[config.mk]
export PLATFORM = sky130hd
export DESIGN_NAME = alu_serial64
export DESIGN_NICKNAME = d
export VERILOG_FILES = /design/src/rtl/alu_serial64.sv
export SDC_FILE = /design/constraint.sdc
export NUM_CORES = 1
export LEC_CHECK = 0
export CAP_MARGIN = 20
export CORE_ASPECT_RATIO = 1.75
export CORE_MARGIN = 2
export CORE_UTILIZATION = 51
export DETAILED_ROUTE_END_ITERATION = 8
export PLACE_DENSITY = 0.92
export SLEW_MARGIN = 0
export SYNTH_ARGS = -nofsm -noshare
export SYNTH_HDL_FRONTEND = slang
export SYNTH_SLANG_ARGS = --single-unit
[constraint.sdc]
create_clock -name clk -period 3.74 [get_ports clk]
set_input_delay 0.748 -clock clk [delete_from_list [all_inputs] [get_ports clk]]
set_output_delay 0.748 -clock clk [all_outputs]
set_load 0.02 [all_outputs]
[src/rtl/alu_serial64.sv]
// Bit-serial ALU: one full-adder slice plus one AND/OR/XOR gate, processing operands LSB first.
// Latency: result and flags valid exactly WIDTH cycles after the accept edge.
// Backpressure: result/flags hold in DONE until out_ready; in_ready is low from accept until the cycle after the handshake.
module alu_serial64 #(
    parameter int WIDTH = 64
) (
    input  logic             clk,
    input  logic             reset_n,
    input  logic             in_valid,
    output logic             in_ready,
    input  logic [WIDTH-1:0] A,
    input  logic [WIDTH-1:0] B,
    input  logic [2:0]       cntrl,
    output logic             out_valid,
    input  logic             out_ready,
    output logic [WIDTH-1:0] result,
    output logic             negative,
    output logic             zero,
    output logic             overflow,
    output logic             carry_out
);

    localparam int CW = $clog2(WIDTH);

    localparam logic [2:0] OP_PASSB = 3'b000;
    localparam logic [2:0] OP_ADD   = 3'b010;
    localparam logic [2:0] OP_SUB   = 3'b011;
    localparam logic [2:0] OP_AND   = 3'b100;
    localparam logic [2:0] OP_OR    = 3'b101;
    localparam logic [2:0] OP_XOR   = 3'b110;

    typedef enum logic [1:0] {
        IDLE = 2'd0,
        RUN  = 2'd1,
        DONE = 2'd2
    } state_t;

    state_t          state_q, state_d;
    logic [WIDTH-1:0] a_q, a_d;
    logic [WIDTH-1:0] b_q, b_d;
    logic [2:0]       op_q, op_d;
    logic [WIDTH-1:0] res_q, res_d;
    logic [CW-1:0]    cnt_q, cnt_d;
    logic             carry_q, carry_d;
    logic             neg_q, neg_d;
    logic             zero_q, zero_d;
    logic             ovf_q, ovf_d;
    logic             cout_q, cout_d;

    // Single slice operands and results for the bit currently addressed by the counter.
    logic             a_bit, b_bit, b_eff;
    logic             sum_bit, slice_cout, res_bit;
    logic [WIDTH-1:0] shifted;
    logic             is_arith;

    // Datapath slice: full adder (B inverted for subtract) and the three logic gates, muxed by opcode.
    always_comb begin
        a_bit      = a_q[cnt_q];
        b_bit      = b_q[cnt_q];
        b_eff      = (op_q == OP_SUB) ? ~b_bit : b_bit;
        sum_bit    = a_bit ^ b_eff ^ carry_q;
        slice_cout = (a_bit & b_eff) | (carry_q & (a_bit ^ b_eff));
        is_arith   = (op_q == OP_ADD) || (op_q == OP_SUB);
        case (op_q)
            OP_PASSB:       res_bit = b_bit;
            OP_ADD, OP_SUB: res_bit = sum_bit;
            OP_AND:         res_bit = a_bit & b_bit;
            OP_OR:          res_bit = a_bit | b_bit;
            OP_XOR:         res_bit = a_bit ^ b_bit;
            default:        res_bit = 1'b0;
        endcase
        shifted = {res_bit, res_q[WIDTH-1:1]};
    end

    // Next-state, register updates and handshake outputs.
    always_comb begin
        state_d   = state_q;
        a_d       = a_q;
        b_d       = b_q;
        op_d      = op_q;
        res_d     = res_q;
        cnt_d     = cnt_q;
        carry_d   = carry_q;
        neg_d     = neg_q;
        zero_d    = zero_q;
        ovf_d     = ovf_q;
        cout_d    = cout_q;
        in_ready  = 1'b0;
        out_valid = 1'b0;
        case (state_q)
            IDLE: begin
                in_ready = 1'b1;
                if (in_valid) begin
                    a_d     = A;
                    b_d     = B;
                    op_d    = cntrl;
                    cnt_d   = '0;
                    // Subtract is A + ~B + 1: the +1 enters as the initial carry.
                    carry_d = (cntrl == OP_SUB);
                    state_d = RUN;
                end
            end
            RUN: begin
                res_d   = shifted;
                carry_d = slice_cout;
                cnt_d   = cnt_q + 1'b1;
                if (cnt_q == CW'(WIDTH - 1)) begin
                    // Flags are latched on the final slice so they appear together with out_valid.
                    neg_d   = res_bit;
                    zero_d  = (shifted == '0);
                    cout_d  = is_arith & slice_cout;
                    ovf_d   = is_arith & (carry_q ^ slice_cout);
                    state_d = DONE;
                end
            end
            DONE: begin
                out_valid = 1'b1;
                if (out_ready) begin
                    state_d = IDLE;
                end
            end
            default: begin
                state_d = IDLE;
            end
        endcase
    end

    // State and datapath registers; reset clears everything immediately.
    always_ff @(posedge clk or negedge reset_n) begin
        if (!reset_n) begin
            state_q <= IDLE;
            a_q     <= '0;
            b_q     <= '0;
            op_q    <= '0;
            res_q   <= '0;
            cnt_q   <= '0;
            carry_q <= 1'b0;
            neg_q   <= 1'b0;
            zero_q  <= 1'b0;
            ovf_q   <= 1'b0;
            cout_q  <= 1'b0;
        end else begin
            state_q <= state_d;
            a_q     <= a_d;
            b_q     <= b_d;
            op_q    <= op_d;
            res_q   <= res_d;
            cnt_q   <= cnt_d;
            carry_q <= carry_d;
            neg_q   <= neg_d;
            zero_q  <= zero_d;
            ovf_q   <= ovf_d;
            cout_q  <= cout_d;
        end
    end

    assign result    = res_q;
    assign negative  = neg_q;
    assign zero      = zero_q;
    assign overflow  = ovf_q;
    assign carry_out = cout_q;

endmodule

==> metrics.csv <==
metric,value,unit
outcome,"finished, final reports clean",
postLayoutSetupSlackWorst,0.295,ns
numPortBuffers,204,
critical_path_arrival,3.87,ns
drc,0,
slew_headroom,0.440,
critPathKind,reg2reg,
fin_crit_sh,0.921,
finClkSkew,0.0208,ns
rrSetupSlack,0.29,ns
grt_max_degree,84,
async_reset_ff_frac,1.00,
grt_overflow_total,0,
comb_power_share,0.406,
ys_ff_latch,208,
final_common_cell,nand2_1,
intPower,6.11,mW
cp.required,4.17,ns
post_cts_buffers,0,
htreeDepth,1,
holdWs,0.273,ns
synth_edf_count,0,
dp.cells,1421,
gp_congestion,0.901,
tritoncts,built,
root_buffer,clkbuf_16,
dieHeight,182,um
ctsResizeCount,0,
finalNetCount,1347,
fmax,0.290,GHz
numClockSinks,208,
vias,7875,
fin_cells,1453,
grtUsageTotal,0.267,
rows,65,
maxCapViolations,0,
synth_area_leaders,"dfrtp_1 56%, nand2_1 24%, mux4_2 5.1%, mux2i_1 3.2%, clkbuf_1 2.0%",
hold_path.class,in2async,
cp-start-kind,flip-flop,
avgViaCountPerCell,5.42,
synthFlopType,dfrtp_1,
synthDistinctLibCells,45,
synth-xor-area-share,0.00285,
drt-initial-drc-count,659,
grt_pass1_vias,8118,
clock_path_buffers,3,
synth_top_cell_area_share,0.565,
drive_above_1_share,0.0640,
clk_latency,0.49,ns
synth.avg_cell_area,8.96,um2
synth_top_family_by_area,simple AND/OR/NAND/NOR gates,
ios,205,
yosysTopAreaCell,dfrtp_1,
p_switching,3.92,mW
crit_path_end_kind,flip-flop,
routedWlPerCell,17.3,um
peakVddDrop,0.000468,V
initial_core_util,0.515,
synthMuxAreaShare,0.0828,
r2r-start,cnt_q[1]$_DFFE_PN0P_,
synth-compound-area-share,0.0344,
layout_common_cells,"599 x nand2_1, 207 x dfrtp_1, 203 x clkdlybuf4s50_1",
post-place-ws,0.359,ns
dr.pass1.iters,5,
synth-simple-area-share,0.280,
final_antenna_net_count,0,
rsz0062_at_grt,false,
p_total,10.0,mW
routed_wl,25.1,mm
cts_made_buffers,19,
grt_pass1_wl,40.7,mm
period_minus_slack,3.45,ns
synthToLayoutAreaGrowth,31.4,%
die_area,19200,um2
yosys.area_share.adder,0.00625,
p_leak,6.01,nW
cp-startpoint,cnt_q[1]$_DFFE_PN0P_,
hold_violations,0,
clockPowerShare,0.194,
seq_area_frac_synth,0.565,
syn-cell-area,9210,um2
synth-warning-count,0,
tightest_slew,0.839,ns
dp_hpwl,18.4,mm
antenna_found_initial,1,
setup_viol,0,
p_seq_frac,0.400,
fillers,1307,
setup_tns,0,ns
syn_nets,1167,
cts.clk_slew.worst_paths,0.07,ns
syn_inst,1028,
core_area,17900,um2
slew_violations,0,
chipWidth,106,um
power.density,829,nW/um2
p_sw_frac,0.391,
hold_buffers,0,
crit_path_max_fanout,11,
path summary, 6_finish.rpt:
path                            depth (start not counted)                      to
worst max-delay path                                   11        zero$_DFFE_PN0P_
worst min-delay path                                    1  result[18]$_DFFE_PN0P_
worst max register to register                         11        zero$_DFFE_PN0P_
worst min register to register                          2     b_q[51]$_DFFE_PN0P_
max in group asynchronous                               2  result[47]$_DFFE_PN0P_
min in group clk                                        2     b_q[51]$_DFFE_PN0P_
metal layers:
layer / track usage / up-vias / share of wire
li1: - / 3651 / -
met1: 0.301 / 3739 / 0.35
met2: 0.485 / 370 / 0.53
met3: 0.0291 / 115 / 0.054
met4: 0.152 / 0 / 0.063
met5: 0 / - / 0
through the flow:
step	utilization	cell area, um2
floorplan	-	9210
global placement	0.641	11500
detailed placement	0.641	11500
CTS	0.676	12100
global route	0.676	12100
finish	0.676	12100
power groups by stage:
| stage | logic [mW] | clock network (mW) | registers (mW) |
|---|---|---|---|
| finish | 4.07 | 1.95 | 4.01 |
| global placement | 3.83 | 0 | 3.96 |
| global route | 4.51 | 2.05 | 4.10 |
| floorplan | 2.63 | 0 | 3.89 |
| CTS | 4.06 | 1.96 | 3.99 |
| detailed placement | 4.03 | 0 | 4.02 |
Yosys cell counts, types with 2 or more instances:
cell	number
nand3_1	4
nor3_1	4
nor4_1	15
o221ai_1	9
or4_1	3
dfrtp_1	208
buf_1	5
inv_1	4
xor2_1	2
nand2b_1	5
buf_2	3
mux4_2	21
nand2_1	600
mux2i_1	29
a21oi_1	2
nor2_1	7
o22ai_1	5
nand4_1	5
o21ai_0	12
clkbuf_1	50
a32o_1	2
nor2b_1	7
ha_1	3
buf_4	2
area by class of cell:
| type | instances | area, um2 | share of cell area |
|---|---|---|---|
| clock inverters | 7 | 78.8 | 0.00651 |
| well taps | 234 | 293 | 0.0242 |
| clock buffers | 24 | 544 | 0.0450 |
| inverters | 4 | 15.0 | 0.00124 |
| flip-flops and latches | 208 | 5210 | 0.430 |
| diodes | 1 | 2.50 | 0.000207 |
| multi-input cells | 755 | 3770 | 0.312 |
| repair buffers | 220 | 2190 | 0.181 |
logic make-up after synthesis:
group / after synthesis
buf+inv: 65
xor+xnor: 3
fa+ha+maj: 4
simple gates: 655
compound gates: 43
flops: 208
mux: 50
registers in the layout (all words and copies together) (netlist names):
name       count
cnt_q          6
result        64
b_q           64
state_q        2
zero           1
overflow       1
a_q           64
carry_q        1
op_q           3
carry_out      1
negative       1
critical path, cell delays in order, from the launching register on:
cell and delay, ns:
dfrtp_1 0.49, nand2b_1 0.43, o221ai_2 0.37, o221ai_1 0.19, o21a_1 0.18, a311oi_1 0.43
a41oi_1 0.10, ha_1 0.31, a211o_1 0.30, a32o_1 0.27, nor3_1 0.18, a22o_1 0.15
(Power assumes the default switching activity.)
